==> src/rtl/mem_arb_pkg.sv <==
// Shared types for the two-master memory arbiter: FSM and slot states,
// operation encoding and the captured-request record.
package mem_arb_pkg;

  localparam int NUM_M = 2;
  localparam int DW    = 64;
  localparam int TW    = 8;
  localparam int CNT_W = 8;

  typedef enum logic [2:0] {
    ST_IDLE,
    ST_ADDR,
    ST_DATA,
    ST_WAIT,
    ST_DONE
  } arb_state_e;

  typedef enum logic [1:0] {
    SLOT_EMPTY,
    SLOT_ADDR_HELD,
    SLOT_PENDING
  } slot_state_e;

  typedef enum logic {
    OP_RD,
    OP_WR
  } op_e;

  typedef struct packed {
    logic [DW-1:0] addr;
    logic [TW-1:0] tag;
    logic [DW-1:0] wdata;
    logic [TW-1:0] wtag;
    op_e           op;
  } slot_t;

endpackage

==> src/rtl/mem_arbiter_if.sv <==
// Bundle of the master-side request/response signals and the slave-side bus.
interface mem_arbiter_if;
  import mem_arb_pkg::*;

  logic [NUM_M-1:0][DW-1:0] m_ad;
  logic [NUM_M-1:0][TW-1:0] m_tag;
  logic [NUM_M-1:0]         m_astb;
  logic [NUM_M-1:0]         m_rd;
  logic [NUM_M-1:0]         m_wr;
  logic [DW-1:0]            m_data;
  logic [TW-1:0]            m_dtag;
  logic [NUM_M-1:0]         m_done;
  logic [NUM_M-1:0]         m_err;

  logic [DW-1:0]            s_ad;
  logic [TW-1:0]            s_tag;
  logic                     s_astb;
  logic                     s_rd;
  logic                     s_wr;
  logic [DW-1:0]            s_data;
  logic [TW-1:0]            s_dtag;
  logic                     s_rdy;

  // The arbiter itself: serves the masters, drives the slave bus.
  modport arb (
    input  m_ad, m_tag, m_astb, m_rd, m_wr, s_data, s_dtag, s_rdy,
    output m_data, m_dtag, m_done, m_err, s_ad, s_tag, s_astb, s_rd, s_wr
  );

  modport master (
    output m_ad, m_tag, m_astb, m_rd, m_wr,
    input  m_data, m_dtag, m_done, m_err
  );

  modport slave (
    input  s_ad, s_tag, s_astb, s_rd, s_wr,
    output s_data, s_dtag, s_rdy
  );

endinterface

==> src/rtl/mem_arb_slot.sv <==
// Per-master request capture: address cycle, then op/write-data cycle, then
// held as pending until the arbiter frees it in its DONE cycle.
module mem_arb_slot
  import mem_arb_pkg::*;
(
    input  logic          clk,
    input  logic          reset,
    input  logic          astb,
    input  logic          rd,
    input  logic          wr,
    input  logic [DW-1:0] ad,
    input  logic [TW-1:0] tag,
    input  logic          free,
    output logic          pending,
    output slot_t         req,
    output logic          err
);

    slot_state_e state;

    assign pending = (state == SLOT_PENDING);

    // Strobe on an occupied slot or a contradictory rd+wr both flag an error.
    assign err = (astb && (state != SLOT_EMPTY)) ||
                 ((state == SLOT_ADDR_HELD) && rd && wr);

    // NOTE: state and payload update with <= so every flop samples pre-edge values.
    always_ff @(posedge clk) begin
        if (!reset) begin
            state <= SLOT_EMPTY;
            // NOTE: the payload is reset too; it is small and keeps the slave bus X-free.
            req   <= '0;
        end else begin
            case (state)
                SLOT_EMPTY: begin
                    if (astb) begin
                        req.addr <= ad;
                        req.tag  <= tag;
                        state    <= SLOT_ADDR_HELD;
                    end
                end
                SLOT_ADDR_HELD: begin
                    if (rd == wr) begin
                        state <= SLOT_EMPTY;
                    end else if (rd) begin
                        req.op <= OP_RD;
                        state  <= SLOT_PENDING;
                    end else begin
                        req.op    <= OP_WR;
                        req.wdata <= ad;
                        req.wtag  <= tag;
                        state     <= SLOT_PENDING;
                    end
                end
                SLOT_PENDING: begin
                    if (free) state <= SLOT_EMPTY;
                end
                default: state <= SLOT_EMPTY;
            endcase
        end
    end

endmodule

==> src/rtl/mem_arbiter.sv <==
// Two-master round-robin arbiter onto a single address/data slave bus with a
// bounded wait for slave completion.
module mem_arbiter
  import mem_arb_pkg::*;
#(
    parameter int TIMEOUT = 255
) (
    input logic      clk,
    input logic      reset,
    mem_arbiter_if.arb bus
);

    localparam logic [CNT_W-1:0] TIMEOUT_C = CNT_W'(TIMEOUT);

    arb_state_e       state;
    logic             grant;
    logic             last;
    logic             timed_out;
    logic [CNT_W-1:0] cnt;

    logic             gnt;
    logic [NUM_M-1:0] pend;
    logic [NUM_M-1:0] slot_err;
    logic [NUM_M-1:0] free;
    slot_t            slot_req [NUM_M];
    slot_t            cur;

    for (genvar i = 0; i < NUM_M; i++) begin : g_slot
        mem_arb_slot u_slot (
            .clk     (clk),
            .reset   (reset),
            .astb    (bus.m_astb[i]),
            .rd      (bus.m_rd[i]),
            .wr      (bus.m_wr[i]),
            .ad      (bus.m_ad[i]),
            .tag     (bus.m_tag[i]),
            .free    (free[i]),
            .pending (pend[i]),
            .req     (slot_req[i]),
            .err     (slot_err[i])
        );
    end

    // With both pending, the master not served last wins.
    assign gnt  = (&pend) ? ~last : pend[1];
    assign cur  = slot_req[grant];
    assign free = (state == ST_DONE) ? (grant ? 2'b10 : 2'b01) : 2'b00;

    always_ff @(posedge clk) begin
        if (!reset) begin
            state      <= ST_IDLE;
            grant      <= 1'b0;
            last       <= 1'b1;
            timed_out  <= 1'b0;
            cnt        <= '0;
            bus.s_ad   <= '0;
            bus.s_tag  <= '0;
            bus.s_astb <= 1'b0;
            bus.s_rd   <= 1'b0;
            bus.s_wr   <= 1'b0;
            bus.m_data <= '0;
            bus.m_dtag <= '0;
            bus.m_done <= '0;
            bus.m_err  <= '0;
        end else begin
            bus.m_done <= '0;
            bus.m_err  <= slot_err;
            case (state)
                ST_IDLE: begin
                    if (|pend) begin
                        grant      <= gnt;
                        bus.s_astb <= 1'b1;
                        bus.s_ad   <= slot_req[gnt].addr;
                        bus.s_tag  <= slot_req[gnt].tag;
                        state      <= ST_ADDR;
                    end
                end
                ST_ADDR: begin
                    bus.s_astb <= 1'b0;
                    if (cur.op == OP_WR) begin
                        bus.s_wr  <= 1'b1;
                        bus.s_ad  <= cur.wdata;
                        bus.s_tag <= cur.wtag;
                    end else begin
                        bus.s_rd  <= 1'b1;
                        bus.s_ad  <= '0;
                        bus.s_tag <= '0;
                    end
                    state <= ST_DATA;
                end
                ST_DATA: begin
                    bus.s_rd  <= 1'b0;
                    bus.s_wr  <= 1'b0;
                    bus.s_ad  <= '0;
                    bus.s_tag <= '0;
                    cnt       <= CNT_W'(1);
                    state     <= ST_WAIT;
                end
                ST_WAIT: begin
                    if (bus.s_rdy) begin
                        timed_out <= 1'b0;
                        if (cur.op == OP_RD) begin
                            bus.m_data <= bus.s_data;
                            bus.m_dtag <= bus.s_dtag;
                        end
                        state <= ST_DONE;
                    end else if (cnt == TIMEOUT_C) begin
                        timed_out  <= 1'b1;
                        bus.m_data <= '0;
                        bus.m_dtag <= '0;
                        state      <= ST_DONE;
                    end else begin
                        cnt <= cnt + CNT_W'(1);
                    end
                end
                ST_DONE: begin
                    bus.m_done[grant] <= 1'b1;
                    bus.m_err[grant]  <= slot_err[grant] | timed_out;
                    last              <= grant;
                    timed_out         <= 1'b0;
                    cnt               <= '0;
                    state             <= ST_IDLE;
                end
                default: state <= ST_IDLE;
            endcase
        end
    end

endmodule
==> src/flat_wrapper.sv <==
// flat-port wrapper written by rule: the top's interface ports become plain ports
module mem_arbiter_flat import mem_arb_pkg::*;
#(
    parameter int TIMEOUT = 255
)
  (clk, reset, bus_m_ad, bus_m_tag, bus_m_astb, bus_m_rd, bus_m_wr, bus_s_data, bus_s_dtag, bus_s_rdy, bus_m_data, bus_m_dtag, bus_m_done, bus_m_err, bus_s_ad, bus_s_tag, bus_s_astb, bus_s_rd, bus_s_wr);
  mem_arbiter_if bus_i ();
  input logic clk;
  input logic reset;
  input wire logic [$bits(bus_i.m_ad)-1:0] bus_m_ad;
  input wire logic [$bits(bus_i.m_tag)-1:0] bus_m_tag;
  input wire logic [$bits(bus_i.m_astb)-1:0] bus_m_astb;
  input wire logic [$bits(bus_i.m_rd)-1:0] bus_m_rd;
  input wire logic [$bits(bus_i.m_wr)-1:0] bus_m_wr;
  input wire logic [$bits(bus_i.s_data)-1:0] bus_s_data;
  input wire logic [$bits(bus_i.s_dtag)-1:0] bus_s_dtag;
  input wire logic [$bits(bus_i.s_rdy)-1:0] bus_s_rdy;
  output wire logic [$bits(bus_i.m_data)-1:0] bus_m_data;
  output wire logic [$bits(bus_i.m_dtag)-1:0] bus_m_dtag;
  output wire logic [$bits(bus_i.m_done)-1:0] bus_m_done;
  output wire logic [$bits(bus_i.m_err)-1:0] bus_m_err;
  output wire logic [$bits(bus_i.s_ad)-1:0] bus_s_ad;
  output wire logic [$bits(bus_i.s_tag)-1:0] bus_s_tag;
  output wire logic [$bits(bus_i.s_astb)-1:0] bus_s_astb;
  output wire logic [$bits(bus_i.s_rd)-1:0] bus_s_rd;
  output wire logic [$bits(bus_i.s_wr)-1:0] bus_s_wr;
  assign bus_i.m_ad = bus_m_ad;
  assign bus_i.m_tag = bus_m_tag;
  assign bus_i.m_astb = bus_m_astb;
  assign bus_i.m_rd = bus_m_rd;
  assign bus_i.m_wr = bus_m_wr;
  assign bus_i.s_data = bus_s_data;
  assign bus_i.s_dtag = bus_s_dtag;
  assign bus_i.s_rdy = bus_s_rdy;
  assign bus_m_data = bus_i.m_data;
  assign bus_m_dtag = bus_i.m_dtag;
  assign bus_m_done = bus_i.m_done;
  assign bus_m_err = bus_i.m_err;
  assign bus_s_ad = bus_i.s_ad;
  assign bus_s_tag = bus_i.s_tag;
  assign bus_s_astb = bus_i.s_astb;
  assign bus_s_rd = bus_i.s_rd;
  assign bus_s_wr = bus_i.s_wr;
  mem_arbiter #(.TIMEOUT(TIMEOUT)) u_core (.clk(clk), .reset(reset), .bus(bus_i));
endmodule
==> config.mk <==
export PLATFORM = sky130hd
export DESIGN_NAME = mem_arbiter_flat
export DESIGN_NICKNAME = d
export VERILOG_FILES = /design/src/rtl/mem_arb_pkg.sv /design/src/rtl/mem_arbiter_if.sv /design/src/rtl/mem_arb_slot.sv /design/src/rtl/mem_arbiter.sv /design/src/flat_wrapper.sv
export SDC_FILE = /design/constraint.sdc
export NUM_CORES = 1
export LEC_CHECK = 0
export ABC_AREA = 1
export CORE_ASPECT_RATIO = 0.8
export CORE_UTILIZATION = 52
export DETAILED_ROUTE_END_ITERATION = 8
export PLACE_DENSITY = 0.8
export SYNTH_ARGS = -nofsm -noshare
export SYNTH_HDL_FRONTEND = slang
export SYNTH_SLANG_ARGS = --single-unit
==> constraint.sdc <==
create_clock -name clk -period 1.9 [get_ports clk]
set_clock_uncertainty 0.15 [all_clocks]
set_input_delay 0.19 -clock clk [delete_from_list [all_inputs] [get_ports clk]]
set_output_delay 0.19 -clock clk [all_outputs]
set_load 0.01 [all_outputs]
[Word-level counts from Yosys, hierarchy flattened]
Cells that the tools add are included.
Word-level totals
  register bits after elaboration: 459
  latch bits: 0
  memory bits (writable): 0
  memory bits (read-only): 0
  input bits: 225
  output and inout bits: 151
  memories: 0
Cells by class
  add/sub/neg operators: 1
  $mul: 0
  div/mod/pow operators: 0
  magnitude comparators: 4
  equal/unequal tests: 22
  shift operators: 0
  muxes and demuxes: 53
  bitwise gates (word level): 8
  reduce and logical (&&, ||, !) cells: 40
Operator list (number)
  $mux 145: 3
  $mux 64: 5
  $mux 73: 3
  $pmux 64 s3: 1
  $mux 8: 7
  $pmux 8 s3: 2
  $reduce_and 2->1: 15
  $mux 2: 9
  $ne 2x2->1 const B: 6
  $pmux 2 s3: 2
  $pmux 3 s4: 1
  $reduce_and 3->1: 4
  $reduce_bool 2->1: 6
  $mux 1: 11
  $mux 3: 3
  $add 8x1->8 const B: 1
  $eq 8x8->1 const B: 1
  $ne 2x1->1 const B: 4
  $pmux 1 s2: 4
  $logic_and 1x1->1: 7
  $eq 3x2->1 const B: 2
  $reduce_bool 3->1: 2
  $not 1->1: 5
  $eq 2x1->1 const B: 2
  16 further kinds: 22

[Longest topological paths before layout]
Gate-level depths: netlist of run 1.
  depth after elaboration: 9
  gate-level depth with buffers: 11

[By module]
Synthesis of run 1 repeated with hierarchy kept, for this count alone.
Unflattened totals
  cells, all modules: 3378
  area, all modules: 21207.8 um^2
Modules (own cells, without submodules)
  mem_arb_slot: times used 2, cells an instance 944, area an instance 6170.9 um^2
  mem_arbiter: times used 1, cells an instance 1490, area an instance 8866.0 um^2

[Worst setup path before layout of run 1]
No wires, ideal clock.
  kind: reg2reg
  from: register u_core.cnt[0]
  to: register u_core.bus.m_data[0]
  arrival time: 1479 ps
  setup slack: 158 ps
  stages on the path, launching flop included: 11
  path buffers: 2
  clock period less this slack: 1742 ps
  path through: dfxtp_1 ha_1 nand2_1 nor2_2 nand2_1 nand2_2 nand3_2 buf_4 buf_4 a21oi_1 nor2_1
Between the ends
  word-level cells in the longest chain between the ends: 3
RTL lines
  start: declaration: line mem_arbiter.sv:19  | logic [CNT_W-1:0] cnt;
  start signal: assignment: line mem_arbiter.sv:113  | cnt <= cnt + CNT_W'(1);
  $eq 8x8->1: line mem_arbiter.sv:107  | end else if (cnt == TIMEOUT_C) begin
  $reduce_bool 2->1 (no source line)
  $reduce_and 3->1 (no source line)
  end signal: assignment: line mem_arbiter.sv:103  | bus.m_data <= bus.s_data;
  end: declaration: line mem_arbiter_if.sv:27  | output m_data, m_dtag, m_done, m_err, s_ad, s_tag, s_astb, s_rd, s_wr
Every way passes these cells.
A chain may end at the register's enable or synchronous reset.

[Worst setup path in the final report of run 1]
  from: register u_core.cnt[1]
  to: register u_core.bus.m_data[4]
Same word-level chain as after synthesis.

==> flow_summary_export.csv, run 1 <==
group,metric,value,unit
drt,via_count,20099,
timing,setup_tns,-0.113,ns
final_layout,area_growth,33.0,%
critical_path,cp.required,2.19,ns
synth,ys_top_cells_by_count,"nand2_1 (504), dfxtp_1 (459), nor2_1 (457), o21ai_0 (437), a21oi_1 (355)",
timing,fmax,516,MHz
clock_network,clkTransAtPathRegs,0.07,ns
grt,track_usage,29.3,%
grt,grt_start_max_net_pins,127,
pwr,ir_drop,0.656,mV
critical_path,worstSetupPathType,"reg2reg",
floorplanning,io_pins,376,
synth,yosys.area.top_type,"dfxtp_1",
critical_path,worstReg2RegEnd,"u_core.bus.m_data[4]",
synth,ys_warn_count,0,
worst_hold_path,hold-path-cell-count,3,
critical_path,reg2reg_depth,10,
clock_network,numCtsBuffers,46,
floorplanning,num_rows,63,
critical_path,r2r_start,"u_core.cnt[1]",
floorplanning,die_w,220,um
timing,drv_slew,0,
place,placedCellCount,3628,
place,pre_cts_slack,-0.0169,ns
floorplanning,dieArea,0.0389,mm2
synth,netlist_instances,2910,
clock_network,cts_tree,"built",
synth,synth.most_common_cell,"nand2_1",
outcome,violations,"design-rule violations, negative setup slack",
critical_path,arrival,2.22,ns
clock_network,clock-root-buffer,"clkbuf_16",
final_layout,drive_above_1_share,7.12,%
worst_hold_path,min-delay-start,"bus_s_data[34]",
grt,grt_pass1_wl,92600,um
run,drv_cap,0,
final_layout,final_cell_area,0.0264,mm2
place,placed_area,0.0243,mm2
place,place_hpwl,37800,um
synth,synth-edff-count,0,
drt,drt_iter0_markers,2032,
drt,wirelength,61300,um
final_layout,nets,3439,
synth,synth_area_leaders,"dfxtp_1 (46%), o21ai_0 (11%), nand2_1 (9.5%)",
synth,synth_ff_type,"dfxtp_1",
timing,timing.final.ws_setup,-0.0391,ns
synth,synthArstFlopShare,0,%
critical_path,cp_max_fo,7,
floorplanning,start_util,53.2,%
floorplanning,die_h,177,um
grt,grt-ovfl-total,0,
synth,syn_area_per_cell,6.82,um2
synth,yosysTopAreaCellShare,46.3,%
clock_network,cts_sinks,459,
critical_path,endpoint_kind,"register",
drt,avgRoutedWirePerCell,16.4,um
floorplanning,core,0.0373,mm2
clock_network,insertion_delay,0.56,ns
timing,period_needed,1.94,ns
drt,final_antenna_net_count,0,
worst_hold_path,hold_class,"in2reg",
grt,grt_pass1_vias,18735,
synth,synth-seq-cells,459,
synth,synth_seq_area_share,46.3,%
outcome,status,"finished, violations left",
drt,drc,14,
synth,ys_types,27,
pwr,power_leakage,10.7,nW
critical_path,r2r_slack,-0.04,ns
clock_network,clock_path_buffers,3,
timing,post-route-period-util,102,%
timing,hold_viol_final,0,
place,port_buffers,375,
final_layout,final_cells,3736,
timing,setup_viol,7,
clock_network,htree_levels,2,
synth,syn_nets,3138,
drt,vias_per_cell,5.38,
timing,rsz0062_at_grt,"yes",
synth,netlist_area,0.0198,mm2
pwr,power.total,27.9,mW
drt,first_pass_iters,9,
worst_hold_path,min_to,"u_core.bus.m_data[34]",
timing,relSlewSlack,67.4,%
grt,antenna_found_initial,5,
place,gp_congestion,0.859,
pwr,power_density,1060,mW/mm2
timing,worst_slew_pin_slew,0.489,ns
critical_path,cp-start-kind,"register",
==> stage by stage <==
step,utilization (%),hold WS [ns]
after detailed placement,65.1,0.285
final,70.8,0.109
after CTS,69.2,0.0828
after floorplan,-,0.183
after global routing,70.8,0.120
after global placement,65.1,0.281
==> flip-flops by register name, summed over array words and instances (netlist names), 2 cells and up <==
| name | flops |
|---|---|
| u_core.bus.m_data | 64 |
| u_core.bus.m_done | 2 |
| u_core.bus.m_dtag | 8 |
| u_core.bus.m_err | 2 |
| u_core.bus.s_ad | 64 |
| u_core.bus.s_tag | 8 |
| u_core.cnt | 8 |
| u_core.g_slot.u_slot.req | 290 |
| u_core.g_slot.u_slot.state | 4 |
| u_core.state | 3 |
==> per-layer routing <==
metal / GRT usage (%) / wire [um] / vias up
li1: - / - / 9835
met1: 37.6 / 25400 / 9266
met2: 49.0 / 29200 / 828
met3: 3.63 / 4380 / 168
met4: 13.4 / 2350 / 2
met5: 0 / 11 / -
==> worst max-delay path, cell delays in order, from the launching register on <==
cell and delay, ns:
dfxtp_4 0.37, ha_4 0.15, nand2_4 0.06, nor2_4 0.13
nand2_2 0.09, nand2_4 0.14, buf_12 0.12, nand3_4 0.18
clkbuf_16 0.24, a21oi_2 0.12, nor2_1 0.06
==> cells by family after synthesis <==
kind of cell    count (synthesis)  share of synthesized area [%]
fa+ha+maj                       3                          0.189
simple gates                 1093                           21.9
buf+inv                       557                           11.4
flops                         459                           46.3
compound gates                798                           20.2
==> how the worst max path moves through the flow <==
stage,startpoint,end,cells past startpoint
after floorplan,u_core.cnt[0],u_core.bus.m_data[0],10
after global placement,bus_m_rd[0],u_core.g_slot[0].u_slot.req[16],7
after detailed placement,bus_m_rd[1],u_core.g_slot[1].u_slot.req[33],7
after CTS,u_core.bus.s_ad[29],bus_s_ad[29],1
after global routing,u_core.cnt[1],u_core.bus.m_data[4],10
final,u_core.cnt[1],u_core.bus.m_data[4],10
==> where the power goes <==
| group | internal [mW] | total [mW] | leakage [nW] | switching [mW] |
|---|---|---|---|---|
| Sequential | 10.7 | 11.2 | 3.76 | 0.549 |
| Clock | 5.22 | 9.01 | 0.738 | 3.79 |
| Combinational | 3.46 | 7.63 | 6.23 | 4.17 |
| Total | 19.4 | 27.9 | 10.7 | 8.50 |
==> layout make-up <==
class | instances | area, um2
Clock inverter | 16 | 159
Fill cell | 2944 | 10900
Sequential cell | 459 | 9200
Multi-Input combinational cell | 1895 | 8640
Inverter | 341 | 1280
Tap cell | 487 | 609
Timing Repair Buffer | 468 | 5160
Antenna cell | 4 | 10.0
Clock buffer | 66 | 1320
==> what timing repair did <==
action / in CTS / in global routing
hold buffers: 2 / 0
resized for setup: 0 / 66
setup buffers: 0 / 6
endpoints found under the hold margin: 40 / 0
endpoints found under the setup margin: 0 / 122
==> cell usage in the layout (no fill, tap or decap), drive strengths merged, types with 4 or more instances in the layout <==
cell type,netlist,final
nand2,506,506
nor2,461,461
dfxtp,459,459
o21ai,440,440
clkdlybuf4s50,0,370
a21oi,355,355
inv,340,341
nand3,94,95
buf,66,83
clkbuf,150,76
nand4,28,28
clkinv,1,13
diode,0,4
Power figures use the tool's default switching activity.
==> inputs of run 2 (changes only) <==
- CELL_PAD_IN_SITES_DETAIL_PLACEMENT: unset -> 0
- CELL_PAD_IN_SITES_GLOBAL_PLACEMENT: unset -> 1
- CORE_UTILIZATION: 52 -> 37
- PLACE_DENSITY: 0.8 -> unset
- PLACE_DENSITY_LB_ADDON: unset -> 0.1
==> run 2 against run 1 <==
Net effect: critical endpoint is now bus_s_ad[11]; the run ends with design-rule violations left; worst hold slack got worse by 0.034 ns; sequential cell count unchanged; non-clock buffer count increased by 11; first-iteration DRC count decreased by 33%; largest cell class unchanged; sequential share of layout area decreased by 0.61 points; clock-buffer cell count increased by 8; global-route usage decreased by 6.1 points; combinational power about the same.
==> flow_summary_export.csv, run 2 (synthesized netlist as in run 1, its figures left out) <==
group,metric,value,unit
drt,drt_iter0_markers,1369,
final_layout,nets,3455,
timing,post-route-period-util,96.7,%
clock_network,cts_tree,"built",
clock_network,insertion_delay,0.58,ns
grt,antenna_found_initial,5,
timing,relSlewSlack,45.6,%
pwr,pwr-share-seq,38.5,%
pwr,power_density,1080,mW/mm2
floorplanning,start_util,37.7,%
drt,drc,16,
timing,fmax,544,MHz
final_layout,regMostFlops,"u_core.g_slot.u_slot.req",
final_layout,seq_area,0.00920,mm2
clock_network,clock_path_buffers,3,
final_layout,final_cell_mix,"nand2_1 (499), dfxtp_1 (452), nor2_1 (445), o21ai_0 (437), clkdlybuf4s50_1 (366)",
final_layout,final_common_cell,"nand2_1",
floorplanning,die_w,261,um
drt,first_pass_iters,8,
final_layout,drive_above_1_share,7.23,%
timing,worst_slew_pin_slew,0.816,ns
floorplanning,dieArea,0.0546,mm2
final_layout,final_cells,3961,
grt,grt_pass1_vias,18080,
clock_network,cts_sinks,459,
floorplanning,num_rows,75,
grt,track_usage,23.2,%
final_layout,multi_input_area,0.00856,mm2
timing,setup_viol,0,
clock_network,clock-root-buffer,"clkbuf_16",
run,drv_cap,0,
pwr,p_clk_share,35.3,%
grt,grt-ovfl-total,0,
critical_path,slowest_delay,0.56,ns
critical_path,critPathSlowestCell,"clkdlybuf4s50_1",
pwr,comb_power_share,26.3,%
critical_path,worstReg2RegEnd,"u_core.bus.m_data[6]",
pwr,power_leakage,10.9,nW
outcome,violations,"design-rule violations",
drt,wirelength,66400,um
timing,setup_tns,0,ns
final_layout,final_cell_area,0.0268,mm2
final_layout,utilization,51.0,%
timing,period_needed,1.84,ns
place,port_buffers,375,
worst_hold_path,hold_class,"in2reg",
place,gp_congestion,0.829,
critical_path,critPathCapture,"bus_s_ad[11]",
grt,grt_start_max_net_pins,147,
final_layout,area_growth,35.3,%
critical_path,arrival,1.50,ns
critical_path,cp_num_cells,1,
grt,use_met1,33.0,%
critical_path,cp.required,1.56,ns
grt,grt_pass1_wl,101000,um
timing,hold_ws,0.0752,ns
pwr,sw_frac_of_total,30.2,%
final_layout,largest_register_ffs,290,
final_layout,top_regs,"u_core.g_slot.u_slot.req x290, u_core.bus.m_data x64, u_core.bus.s_ad x64",
floorplanning,io_pins,376,
place,place_hpwl,42000,um
critical_path,cp_num_buf_inv,1,
timing,rsz0062_at_grt,"yes",
pwr,internal-power,20.3,mW
timing,hold_viol_final,0,
place,pre_cts_slack,-0.0542,ns
place,placed_area,0.0246,mm2
grt,met2_usage,36.6,%
outcome,status,"finished, violations left",
critical_path,crit_path_start,"u_core.bus.s_ad[11]",
critical_path,endpoint_kind,"output pin",
critical_path,reg2reg_depth,11,
floorplanning,core,0.0526,mm2
pwr,ir_drop,0.712,mV
pwr,switchingPower,8.81,mW
critical_path,r2r_slack,0.09,ns
clock_network,numCtsBuffers,51,
drt,avgRoutedWirePerCell,16.8,um
critical_path,worstSetupPathType,"reg2out",
drt,vias_per_cell,4.89,
grt,grtUsageMet3,2.98,%
place,placedCellCount,3851,
clock_network,htree_levels,2,
critical_path,path_delay_family,"buffers and inverters",
critical_path,cp-start-kind,"register",
floorplanning,die_h,209,um
drt,final_antenna_net_count,0,
grt,grt.busiest_layer,"met2",
final_layout,layout.filler_cells,5186,
clock_network,clkTransAtPathRegs,0.06,ns
timing,drv_slew,0,
timing,timing.final.ws_setup,0.0627,ns
drt,via_count,19364,
critical_path,path_cells,"clkdlybuf4s50_1",
critical_path,cp_max_fo,2,
pwr,power.total,29.1,mW
critical_path,r2r_start,"u_core.cnt[0]",
## run 2: power by group through the flow
stage	clock, mW	sequential [mW]	combinational (mW)
final	10.3	11.2	7.65
after global routing	11.0	11.3	8.47
after CTS	10.5	11.2	7.46
after detailed placement	0	11.4	7.42
after global placement	0	11.4	7.37
after floorplan	0	11.6	3.52
## run 2: final cells by class
cell class | instances | share of cell area (%)
multi-input cells | 1895 | 31.9
clock inverters | 16 | 0.694
repair buffers | 479 | 19.3
inverters | 341 | 4.80
flip-flops and latches | 459 | 34.3
diodes | 4 | 0.0373
well taps | 693 | 3.23
clock buffers | 74 | 5.79
## run 2: how the worst min path moves through the flow
stage / from / endpoint / cells after the start
floorplan: bus_s_data[0] / u_core.bus.m_data[0] / 2
global placement: u_core.g_slot[1].u_slot.req[1] / u_core.g_slot[1].u_slot.req[1] / 2
detailed placement: u_core.g_slot[1].u_slot.req[49] / u_core.g_slot[1].u_slot.req[49] / 2
CTS: bus_s_data[40] / u_core.bus.m_data[40] / 3
global route: bus_s_data[16] / u_core.bus.m_data[16] / 3
finish: bus_s_data[59] / u_core.bus.m_data[59] / 3
## run 2: what timing repair did
action                                  in CTS  in global routing
hold buffers                                 2                  0
endpoints found under the setup margin       8                150
hold endpoints to repair                    28                  0
pin swaps                                    0                 11
setup buffers                                0                  5
gates resized for setup                      5                 52
gates cloned                                 0                  9
## run 2: layer usage
metal	wire, um	vias to the layer above
met4	1270	0
met3	3180	76
met1	32200	8930
met2	29700	481
met5	0	-
li1	-	9877
